`src/rtl/arm_pkg.sv`:
```
// Shared ARM ISA definitions: status flag layout and condition-code encodings.
package arm_pkg;

    localparam int unsigned STATUS_W = 4;
    localparam int unsigned COND_W   = 4;

    typedef logic [STATUS_W-1:0] status_t;
    typedef logic [COND_W-1:0]   cond_t;

    // Bit positions inside an NZCV status word
    localparam int unsigned FLAG_N = 3;
    localparam int unsigned FLAG_Z = 2;
    localparam int unsigned FLAG_C = 1;
    localparam int unsigned FLAG_V = 0;

    // ARM condition field encodings
    localparam cond_t COND_EQ = 4'b0000;
    localparam cond_t COND_NE = 4'b0001;
    localparam cond_t COND_CS = 4'b0010;
    localparam cond_t COND_CC = 4'b0011;
    localparam cond_t COND_MI = 4'b0100;
    localparam cond_t COND_PL = 4'b0101;
    localparam cond_t COND_VS = 4'b0110;
    localparam cond_t COND_VC = 4'b0111;
    localparam cond_t COND_HI = 4'b1000;
    localparam cond_t COND_LS = 4'b1001;
    localparam cond_t COND_GE = 4'b1010;
    localparam cond_t COND_LT = 4'b1011;
    localparam cond_t COND_GT = 4'b1100;
    localparam cond_t COND_LE = 4'b1101;
    localparam cond_t COND_AL = 4'b1110;
    localparam cond_t COND_NV = 4'b1111;

endpackage

```
`src/rtl/cond_eval.sv`:
```
// Combinational ARM condition-code evaluator; shared with the branch unit.
module cond_eval
    import arm_pkg::*;
(
    input  logic [COND_W-1:0]   cond,
    input  logic [STATUS_W-1:0] flags,
    output logic                pass
);

    logic n;
    logic z;
    logic c;
    logic v;

    assign n = flags[FLAG_N];
    assign z = flags[FLAG_Z];
    assign c = flags[FLAG_C];
    assign v = flags[FLAG_V];

    // Decode the condition field against the supplied flags
    always_comb begin
        pass = 1'b0;
        case (cond)
            COND_EQ: pass = z;
            COND_NE: pass = ~z;
            COND_CS: pass = c;
            COND_CC: pass = ~c;
            COND_MI: pass = n;
            COND_PL: pass = ~n;
            COND_VS: pass = v;
            COND_VC: pass = ~v;
            COND_HI: pass = c & ~z;
            COND_LS: pass = ~c | z;
            COND_GE: pass = (n == v);
            COND_LT: pass = (n != v);
            COND_GT: pass = ~z & (n == v);
            COND_LE: pass = z | (n != v);
            COND_AL: pass = 1'b1;
            COND_NV: pass = 1'b0;
            default: pass = 1'b0;
        endcase
    end

endmodule

```
`src/rtl/status_cond_unit.sv`:
```
// NZCV status register plus registered condition verdict for the ID instruction.
// Build option: define STATUS_BYPASS_EN to forward EXE flags into evaluation
// (no stall); leave it undefined to evaluate stored flags only and stall ID on
// a flag dependency.
module status_cond_unit
    import arm_pkg::*;
(
    input  logic                clk,
    input  logic                rst_n,
    input  logic                exe_valid,
    input  logic                exe_s_bit,
    input  logic [STATUS_W-1:0] exe_status,
    input  logic                id_valid,
    input  logic [COND_W-1:0]   id_cond,
    input  logic                flush,
    output logic [STATUS_W-1:0] status,
    output logic                hazard_stall,
    output logic                cond_valid,
    output logic                cond_pass
);

    logic    flag_wr;
    status_t eval_flags;
    logic    eval_pass;
    logic    issue;

    // EXE instruction writes flags; flush never blocks it (EXE is older)
    assign flag_wr = exe_valid & exe_s_bit;

`ifdef STATUS_BYPASS_EN
    // Forward in-flight flags so dependent conditionals need no bubble
    assign eval_flags   = flag_wr ? exe_status : status;
    assign hazard_stall = 1'b0;
`else
    // Stored flags only; hold ID while a flag write is in flight, unless the
    // instruction is AL (flag-independent) or is being flushed anyway
    assign eval_flags   = status;
    assign hazard_stall = id_valid & flag_wr & (id_cond != COND_AL) & ~flush;
`endif

    assign issue = id_valid & ~flush & ~hazard_stall;

    cond_eval u_cond_eval (
        .cond  (id_cond),
        .flags (eval_flags),
        .pass  (eval_pass)
    );

    // Architectural status register
    always_ff @(posedge clk or negedge rst_n) begin
        if (!rst_n) begin
            status <= '0;
        end else if (flag_wr) begin
            status <= exe_status;
        end
    end

    // Registered verdict returned to the ID/EXE boundary
    always_ff @(posedge clk or negedge rst_n) begin
        if (!rst_n) begin
            cond_valid <= 1'b0;
            cond_pass  <= 1'b0;
        end else begin
            cond_valid <= issue;
            cond_pass  <= issue & eval_pass;
        end
    end

endmodule

```
`config.mk`:
```
export PLATFORM = sky130hd
export DESIGN_NAME = status_cond_unit
export DESIGN_NICKNAME = d
export VERILOG_FILES = /design/src/rtl/arm_pkg.sv /design/src/rtl/cond_eval.sv /design/src/rtl/status_cond_unit.sv
export SDC_FILE = /design/constraint.sdc
export NUM_CORES = 1
export LEC_CHECK = 0
export BUFFER_PORTS_ARGS = -buffer_cell sky130_fd_sc_hd__buf_4
export CAP_MARGIN = 40
export CORE_AREA = 4 4 41 43
export DETAILED_ROUTE_END_ITERATION = 8
export DIE_AREA = 0 0 45 47
export SLEW_MARGIN = 20
export SYNTH_ARGS = -nofsm -noshare
export SYNTH_HDL_FRONTEND = slang
export SYNTH_HIERARCHICAL = 1
export SYNTH_SLANG_ARGS = --single-unit
export TNS_END_PERCENT = 30
```
`constraint.sdc`:
```
create_clock -name clk -period 5.15 [get_ports clk]
set_clock_uncertainty 0.1 [all_clocks]
set_input_delay 0.515 -clock clk [delete_from_list [all_inputs] [get_ports clk]]
set_output_delay 0.515 -clock clk [all_outputs]
set_load 0.01 [all_outputs]
```
### Yosys cells after proc, flatten, opt, wreduce, memory -nomap -nowiden

Cells that the tools add are included.

| storage, ports and cells | value |
|---|---|
| input port bits | 14 |
| flip-flop bits (word level) | 6 |
| output and inout bits | 7 |
| word-level logic and storage cells | 40 |

| cells by class | value |
|---|---|
| equality and inequality tests | 18 |
| bitwise gates (word level) | 17 |
| reductions and logical operators | 1 |
| multiplexer cells | 1 |

Operators with widths:

| cell | count |
|---|---|
| 4-bit equality test, second input constant | 8 |
| 4-bit by 3-bit equality test with 1-bit output, second input constant | 4 |
| 1-bit case mux with 16 select lines | 1 |
| 1-bit AND | 9 |
| 4-bit by 2-bit equality test with 1-bit output, second input constant | 2 |
| 1-bit inverter | 6 |
| 4-bit by 1-bit equality test with 1-bit output, second input constant | 1 |
| 4-bit logical NOT | 1 |
| 4-bit != test, second input constant | 1 |
| 1-bit bitwise OR | 2 |
| 1-bit equality test | 1 |
| 1-bit != test | 1 |

### Logic depth before layout (Yosys ltp)

Gate-level depths: netlist of the first run.

| logic depth | value |
|---|---|
| depth in word-level cells | 7 |
| mapped depth | 8 |
| mapped depth without buffers | 7 |

### By module

Netlist of the first run, hierarchy kept.

By module, submodules not included:

| module | area each (µm²) | instances | cells an instance | sequential area each (µm²) |
|---|---|---|---|---|
| status_cond_unit | 272.8 | 1 | 17 | 150.1 |
| cond_eval | 155.1 | 1 | 23 | 0.0 |

### Worst setup path after synthesis of the first run

OpenSTA, ideal clock, no wires.

| timing | value |
|---|---|
| kind | in2reg |
| from | input id_cond[0] |
| to | register cond_pass |
| data required time | 4.951 ns |
| path slack | 3.362 ns |
| setup time | 0.099 ns |
| arrival | 1.589 ns |
| stages | 8 |
| buffers on the path | 1 |
| path through | buf_4 > nor2_1 > a211oi_1 > a2111oi_1 > a311oi_1 > o22ai_1 > inv_1 > a311oi_1 |

| between the ends | value |
|---|---|
| elaborated cells between the ends (all ways) | 23 |
| those cells by class | eq/ne: 16; mux: 1; bitwise: 5; reduce/logical: 1 |

RTL lines:

| element | line | RTL |
|---|---|---|
| start: declaration | status_cond_unit.sv:14 | `input logic [COND_W-1:0] id_cond,` |
| 4-bit equality test (tied with other cells) | cond_eval.sv:23 | `case (cond)` |
| 1-bit case mux with 16 select lines (*) | cond_eval.sv:23 |  |
| named net eval_pass | status_cond_unit.sv:24 | `logic eval_pass;` |
| 1-bit AND (*) | status_cond_unit.sv:65 | `cond_pass <= issue & eval_pass;` |
| end signal: assignment | status_cond_unit.sv:65 |  |
| end: declaration | status_cond_unit.sv:19 | `output logic cond_pass` |

Mark *: on every way through the listed nets, which the timed path passes. The rest lies on a longest branch.
A chain may end at the register's enable or synchronous reset.

### Worst setup path in the final report of the first run

| timing | value |
|---|---|
| from | register status[3] |
| to | register cond_pass |

| between the ends | value |
|---|---|
| word-level cells in the longest chain between the ends | 4 |
| elaborated cells between the ends (all ways) | 7 |
| those cells by class | eq/ne: 2; mux: 1; bitwise: 4 |

Ends and longest elaborated chain:

| element | line | RTL |
|---|---|---|
| start: declaration | status_cond_unit.sv:16 | `output logic [STATUS_W-1:0] status,` |
| start signal: assignment | status_cond_unit.sv:54 | `status <= exe_status;` |
| 1-bit != test or 1-bit equality test (tied branches) | n/a |  |
| 1-bit bitwise OR or 1-bit AND (tied branches) | cond_eval.sv:37, cond_eval.sv:36 |  |
| 1-bit case mux with 16 select lines (*) | cond_eval.sv:23 |  |
| named net eval_pass | status_cond_unit.sv:24 |  |
| 1-bit AND (*) | status_cond_unit.sv:65 |  |

Marked as above.

==> flow_metrics.tcl, run 1 <==
set metrics [dict create \
    portBuffers 20 \
    synth_edf_count 0 \
    r2r_cells 7 \
    whs_endpoint "cond_valid" \
    p_sw_uw 46.2 \
    drc 0 \
    post_cts_buffers 0 \
    core_sq_um 1300 \
    synth_cells 40 \
    holdPathStages 2 \
    post-place-ws_ps 3190 \
    cap_violations 0 \
    wl_mm 1.01 \
    grt_max_degree 10 \
    first_iter_violations 4 \
    ant_nets 0 \
    numCtsBuffers 3 \
    cts.sinks 6 \
    post_cts_resized 0 \
    syn_avg_cell_area_sq_um 10.7 \
    ys_ff_latch 6 \
    worstMarginPinSlew_ps 325 \
    synth_most_common_cell "dfrtp_1" \
    crit_type "reg2reg" \
    chipWidth_um 45 \
    synth_common_cells "dfrtp_1, mux2_4, a21oi_1, xor2_1" \
    dp.cells 73 \
    initial_core_util 0.329 \
    relSlewSlack 0.783 \
    comb_power_share 0.346 \
    slew_violations 0 \
    fin_cells 77 \
    cts.path.max_buffers 2 \
    ys.flop_type "dfrtp_1" \
    finalSetupTns_ps 0 \
    dieArea_sq_um 2120 \
    status "completed" \
    synth_area_sq_um 428 \
    endpoint_kind "flip-flop" \
    drive_gt1_frac 0.468 \
    power-per-cell-area_nw_per_um2 253 \
    synth_top_area_frac 0.351 \
    rows 13 \
    ys_seq_area_frac 0.351 \
    cts_tree "yes" \
    power_frac_seq 0.384 \
    fin_nets 78 \
    min_period_ps 1880 \
    power_uw 156 \
    dr_total_vias 396 \
    fin_area_sq_um 618 \
    worstSetupStartpointType "flip-flop" \
    hold_viol_final 0 \
    layout-area-overhead-vs-synth_pct 44.4 \
    grt_pass1_wl_mm 1.75 \
    crit_fanout 4 \
    period_share 0.365 \
    synth_top_cells_by_area "dfrtp_1, mux2_4, xor2_1" \
    die_h_um 47 \
    num_antenna_cells 0 \
    r2r-start "status[3]" \
    hold_class "in2reg" \
    drt_first_pass_iters 4 \
    grt_use_total 0.120 \
    clockPowerShare 0.270 \
    layout_setup_ws_ps 3270 \
    clk_latency_ps 240 \
    antenna_found_initial 0 \
    setup_viol 0 \
    async_flop_share 1.00 \
    p_leak_uw 0.000302 \
    ys_types 24 \
    hp-start "exe_s_bit" \
    clock-root-buffer "clkbuf_4" \
    place_area_sq_um 586 \
    grt_pass1_vias 425 \
    detail_route.wl_per_cell_um 13.1 \
    reg2reg_to "cond_pass" \
    p_int_uw 110 \
    vdd_drop_max_uv 138 \
    syn_nets 54 \
    cp.required_ps 5190 \
    yosysWarnings 6 \
    synth_top_cell_by_area "dfrtp_1" \
    viasPerCell 5.14 \
    swShare 0.295 \
    fmax_mhz 533 \
    gr-total-overflow 0 \
    r2r_setup_slack_ps 3270 \
    ctsHoldBuffers 1 \
    cts.clk_slew.worst_paths_ps 50 \
    fill_cells 136 \
    cp.arrival_ps 1910 \
    htreeDepth 1 \
    place_congestion 0.621 \
    grt_setup_unrepaired "false" \
    num_io_pins 21 \
]
worst max-delay path, cell delays in order, from the launching register on:
cell and delay (ps):
dfrtp_1 420, xor2_1 280, xor2_1 110, a2111oi_1 400
a311oi_1 80, o22ai_1 140, inv_1 60, a311oi_1 190
through the flow:
step,util,hold WS [ps]
detailed placement,0.450,227
global placement,0.450,225
CTS,0.475,375
global route,0.475,369
finish,0.475,382
floorplan,-,119
metal layers:
metal / vias up / GRT usage / wire length, um
li1: 195 / - / -
met1: 187 / 0.113 / 381
met2: 12 / 0.220 / 543
met3: 2 / 0.0460 / 63
met4: 0 / 0.0702 / 19
met5: - / 0 / 0
final cells by class:
type                       count  area, sq um  area share
multi-input combinational     30          259       0.419
timing repair buffer          21          160       0.259
sequential                     6          150       0.243
clock buffer                   3         22.5      0.0364
tap                           15         18.8      0.0304
inverter                       2         7.51      0.0121
cells by family (layout without fill, tap and decap cells):
| kind of cell | Yosys count | in the layout | synth area share |
|---|---|---|---|
| AOI/OAI and AO/OA | 11 | 11 | 0.178 |
| DFF | 6 | 6 | 0.351 |
| muxes | 5 | 5 | 0.164 |
| and+or+nand+nor | 10 | 10 | 0.181 |
| buffers and inverters | 4 | 26 | 0.0439 |
| xor gates and xnor gates | 4 | 4 | 0.0819 |
cells in the final DEF, fill, tap and decap left out, drive strengths merged, types with 2 or more instances in the layout:
master / Yosys / routed
clkbuf: 1 / 3
xor2: 3 / 3
buf: 1 / 20
dfrtp: 6 / 6
a311oi: 2 / 2
nand2b: 2 / 2
mux2: 4 / 4
inv: 2 / 2
nor2: 2 / 2
a21oi: 3 / 3
worst max path at each step:
stage                from        end
2_1_floorplan  id_cond[0]  cond_pass
3_3_place_gp   id_cond[0]  cond_pass
3_5_place_dp   id_cond[0]  cond_pass
4_1_cts         status[3]  cond_pass
5_1_grt         status[3]  cond_pass
6_report        status[3]  cond_pass
sequential cells by signal, summed over array words and instances (netlist names):
name and flops:
cond_pass 1, cond_valid 1, status 4
power by group through the flow:
stage                     clock (uW)  combinational [uW]  sequential [uW]
after CTS                       44.4                54.3             60.2
after global routing            48.7                59.7             60.6
final                           42.3                54.1             60.0
after detailed placement           0                53.4             60.7
after global placement             0                52.9             61.2
after floorplan                    0                28.4             61.8
Note: power is estimated with default switching activity, not from simulation.
==> run 2: changes to the inputs <==
==> constraint.sdc (replaced) <==
create_clock -name clk -period 1.9 [get_ports clk]
set_clock_uncertainty 0.1 [all_clocks]
set_input_delay 0.19 -clock clk [delete_from_list [all_inputs] [get_ports clk]]
set_output_delay 0.19 -clock clk [all_outputs]
set_load 0.01 [all_outputs]
==> flow_metrics.tcl, run 2 (synthesized netlist as in run 1, its figures left out) <==
set metrics [dict create \
    endpoint_kind "flip-flop" \
    drc 0 \
    num_io_pins 21 \
    initial_core_util 0.329 \
    rows 13 \
    layout-area-overhead-vs-synth_pct 51.2 \
    r2r-start "status[3]" \
    die_h_um 47 \
    min_period_ps 1770 \
    grt_setup_unrepaired "false" \
    p_leak_uw 0.000313 \
    first_iter_violations 1 \
    period_share 0.930 \
    crit_type "reg2reg" \
    core_sq_um 1300 \
    r2r_cells 7 \
    r2r_setup_slack_ps 130 \
    clk_latency_ps 240 \
    drt_first_pass_iters 2 \
    numCtsBuffers 3 \
    crit_fanout 3 \
    cts.path.max_buffers 2 \
    worstMarginPinSlew_ps 273 \
    htreeDepth 1 \
    reg2reg_to "cond_pass" \
    place_area_sq_um 601 \
    portBuffers 20 \
    cp.arrival_ps 1800 \
    whs_endpoint "cond_valid" \
    worstSetupStartpointType "flip-flop" \
    largest-register "status" \
    fill_cells 129 \
    ant_nets 0 \
    place_congestion 0.634 \
    fin_area_sq_um 647 \
    wl_um 960 \
    dr_total_vias 389 \
    hp-start "exe_s_bit" \
    finalSetupTns_ps 0 \
    status "completed" \
    gr-total-overflow 0 \
    cap_violations 0 \
    grt_use_total 0.105 \
    largest_registers "status: 4 flops, cond_pass: 1 flops, cond_valid: 1 flops" \
    num_antenna_cells 0 \
    final_common_cell "buf_4" \
    clock-root-buffer "clkbuf_4" \
    chipWidth_um 45 \
    holdPathStages 2 \
    cts.sinks 6 \
    dp_hpwl_um 799 \
    layout_common_cells "buf_4, dfrtp_1, mux2_4, clkbuf_4, a21oi_1" \
    relSlewSlack 0.815 \
    hold_viol_final 0 \
    hold_class "in2reg" \
    slew_violations 0 \
    power-per-cell-area_nw_per_um2 677 \
    power_uw 438 \
    antenna_found_initial 0 \
    cts_tree "yes" \
    setup_viol 0 \
    multiInputGateArea_sq_um 272 \
    largest_register_ffs 4 \
    dieArea_sq_um 2120 \
    grt_pass1_wl_mm 1.54 \
    post_cts_buffers 0 \
    fin_nets 80 \
    grt_max_degree 10 \
    drive_gt1_frac 0.531 \
    seqCellArea_sq_um 151 \
    fmax_mhz 566 \
    cts.clk_slew.worst_paths_ps 40 \
    detail_route.wl_per_cell_um 12.2 \
    grt_pass1_vias 377 \
    cp.required_ps 1930 \
    vdd_drop_max_uv 598 \
    viasPerCell 4.92 \
]
## run 2: changes by cell type in the layout (fill, tap and decap cells not counted)
cell,before,now
buf_4,20,22
a2111oi_1,1,0
a2111oi_2,0,1
dfrtp_1,6,5
dfrtp_2,0,1
xor2_1,3,2
xor2_2,0,1
## run 2: worst max-delay path: stages, from the launching register on
cell	delay [ps]
dfrtp_1	400
xor2_2	200
xor2_1	160
a2111oi_2	300
a311oi_1	80
o22ai_1	170
inv_1	60
a311oi_1	200
## run 2: how the worst max path moves through the flow
stage                    from         to  slack, ps  cells after the start
floorplan           status[3]  cond_pass        160                      7
global placement    status[0]  cond_pass         60                      7
detailed placement  status[0]  cond_pass         20                      7
CTS                 status[0]  cond_pass         30                      7
global route        status[3]  cond_pass          6                      7
finish              status[3]  cond_pass        130                      7
## run 2: final cells by class
| cell class | count | share of cell area |
|---|---|---|
| multi-input combinational | 30 | 0.420 |
| timing repair buffer | 23 | 0.271 |
| sequential | 6 | 0.234 |
| clock buffer | 3 | 0.0348 |
| tap | 15 | 0.0290 |
| inverter | 2 | 0.0116 |
## run 2: what timing repair did
item	in CTS	in global routing
endpoints found under the setup margin	1	1
resized for setup	1	2
hold endpoints to repair	6	0
pin swaps	0	2
hold buffers	1	0
## run 2: power by group
group	switching, uW	leakage (uW)	total (uW)	internal (uW)
registers	15.9	0.0000727	160	144
logic	71.1	0.000226	167	95.5
clock network	40.1	0.0000138	111	71.0
## run 2: metrics by stage
stage / utilization / setup slack (ps) / hold slack, ps / instances
after floorplan: - / 164 / -206 / 40
after global placement: 0.462 / 61.1 / -101 / 75
after detailed placement: 0.462 / 20.3 / -101 / 75
after CTS: 0.492 / 26.6 / 51.8 / 79
after global routing: 0.497 / 5.95 / 47.7 / 79
final: 0.497 / 133 / 59.1 / 79
## run 2: per-layer routing
| metal | routed length [um] | global-route usage | up-vias |
|---|---|---|---|
| met3 | 62 | 0.0575 | 2 |
| met2 | 497 | 0.169 | 14 |
| met5 | 0 | 0 | - |
| met4 | 12 | 0.0351 | 0 |
| met1 | 387 | 0.117 | 177 |
| li1 | - | - | 196 |
==> run 3: changes to the inputs <==
--- a/config.mk
+++ b/config.mk
@@ -10,7 +10,6 @@
 export CORE_AREA = 4 4 41 43
 export DETAILED_ROUTE_END_ITERATION = 8
 export DIE_AREA = 0 0 45 47
-export SLEW_MARGIN = 20
 export SYNTH_ARGS = -nofsm -noshare
 export SYNTH_HDL_FRONTEND = slang
 export SYNTH_HIERARCHICAL = 1
==> constraint.sdc (replaced) <==
create_clock -name clk -period 1.45 [get_ports clk]
set_clock_uncertainty 0.1 [all_clocks]
set_input_delay 0.145 -clock clk [delete_from_list [all_inputs] [get_ports clk]]
set_output_delay 0.145 -clock clk [all_outputs]
set_load 0.01 [all_outputs]
==> flow_metrics.tcl, run 3 (synthesized netlist as in run 1, its figures left out) <==
set metrics [dict create \
    hold_class "in2reg" \
    power_uw 609 \
    holdPathStages 2 \
    layout_setup_ws_ps -256 \
    min_period_ps 1710 \
    met1_usage 0.130 \
    grt_max_degree 10 \
    htreeDepth 1 \
    layout-area-overhead-vs-synth_pct 61.7 \
    final_common_cell "buf_4" \
    grt_pass1_wl_mm 1.61 \
    layout_common_cells "buf_4, mux2_4, dfrtp_1, clkbuf_4, a21oi_1" \
    first_iter_violations 2 \
    r2r_setup_slack_ps -260 \
    violations "setup timing" \
    p_leak_uw 0.000336 \
    initial_core_util 0.329 \
    rows 13 \
    cap_violations 0 \
    startpoint "status[0]" \
    drt_first_pass_iters 2 \
    cp.arrival_ps 1750 \
    crit_type "reg2reg" \
    status "complete, but fails checks" \
    cts.clk_slew.worst_paths_ps 40 \
    use_met3 0.0345 \
    r2r-start "status[0]" \
    grt.busiest_layer "met2" \
    vdd_drop_max_uv 467 \
    largest_register_ffs 4 \
    clk_latency_ps 240 \
    drive_gt1_frac 0.594 \
    numCtsBuffers 3 \
    finalSetupTns_ps -256 \
    max_stage_delay_ps 420 \
    path_cells "xor2_2 -> xor2_1 -> a2111oi_2 -> a311oi_1 -> o22ai_1 -> inv_1 -> a311oi_2" \
    power-per-cell-area_nw_per_um2 880 \
    ant_nets 0 \
    endpoint_kind "flip-flop" \
    gr-total-overflow 0 \
    r2r_cells 7 \
    clock-root-buffer "clkbuf_4" \
    die_h_um 47 \
    portBuffers 20 \
    drc 0 \
    wl_mm 1.00 \
    reg2reg_to "cond_pass" \
    place_congestion 0.729 \
    dr_total_vias 413 \
    cts.path.max_buffers 2 \
    detail_route.wl_per_cell_um 11.9 \
    period_share 1.18 \
    cts.sinks 6 \
    crit_fanout 2 \
    num_antenna_cells 0 \
    slowest_stage "dfrtp_2" \
    grt.met2_usage 0.164 \
    post_cts_buffers 0 \
    worstMarginPinSlew_ps 300 \
    core_sq_um 1300 \
    dieArea_sq_um 2120 \
    cp.required_ps 1490 \
    grt_pass1_vias 389 \
    utilization 0.532 \
    fin_nets 85 \
    fmax_mhz 586 \
    worst_path_dominant_cell_family "compound AO/OA/AOI/OAI gates" \
    grt_use_total 0.112 \
    grt_setup_unrepaired "true" \
    crit_path_end "cond_pass" \
    hold_viol_final 0 \
    chipWidth_um 45 \
    timing.critical_path.buf_inv 1 \
    crit_cells 7 \
    slew_violations 0 \
    antenna_found_initial 0 \
    viasPerCell 4.92 \
    worstSetupStartpointType "flip-flop" \
    num_io_pins 21 \
    largest_registers "status: 4 flops, cond_pass: 1 flops, cond_valid: 1 flops" \
    largest-register "status" \
    setup_viol 1 \
    relSlewSlack 0.799 \
    hp-start "exe_s_bit" \
    cts_tree "yes" \
]
==> run 3: changes by cell type in the layout (fill, tap and decap cells not counted) <==
cell / before / now
buf_4: 22 / 27
a311oi_1: 2 / 1
a311oi_2: 0 / 1
dfrtp_1: 5 / 4
dfrtp_2: 1 / 2
==> run 3: timing repair <==
action,4_1_cts,5_1_grt
resized for setup,1,1
endpoints found under the setup margin,1,1
endpoints found under the hold margin,6,0
hold buffers,1,0
==> run 3: worst min path at each step <==
stage                       to  slack [ps]
floorplan            cond_pass        -250
global placement     status[2]        -150
detailed placement   status[2]        -140
CTS                 cond_valid          20
global route         cond_pass          30
finish               cond_pass          30
==> run 3: routing by layer <==
metal  up-vias  wire length (um)
met5         -                 0
met4         0                36
met3         4                87
met2        16               456
met1       187               421
li1        206                 -
==> run 3: stage by stage <==
step	cell area (sq um)	setup WS [ps]	hold slack, ps	std cells
2_1_floorplan	438	-233	-251	40
5_1_grt	692	-351	25.1	84
3_5_place_dp	648	-320	-144	80
6_report	692	-256	31.2	84
3_3_place_gp	648	-244	-146	80
4_1_cts	687	-304	19.5	84
==> run 3: cell type report <==
| cell class | instances | area [sq um] |
|---|---|---|
| fill | 132 | 609 |
| tap | 15 | 18.8 |
| sequential | 6 | 153 |
| inverter | 2 | 7.51 |
| timing repair buffer | 28 | 213 |
| multi-input combinational | 30 | 278 |
| clock buffer | 3 | 22.5 |
==> run 3: power breakdown <==
group,switching [uW],total (uW),leakage (uW),internal [uW]
clock network,55.0,148,0.0000138,93.3
logic,104,256,0.000251,152
registers,15.1,205,0.0000717,190
total,175,609,0.000336,435
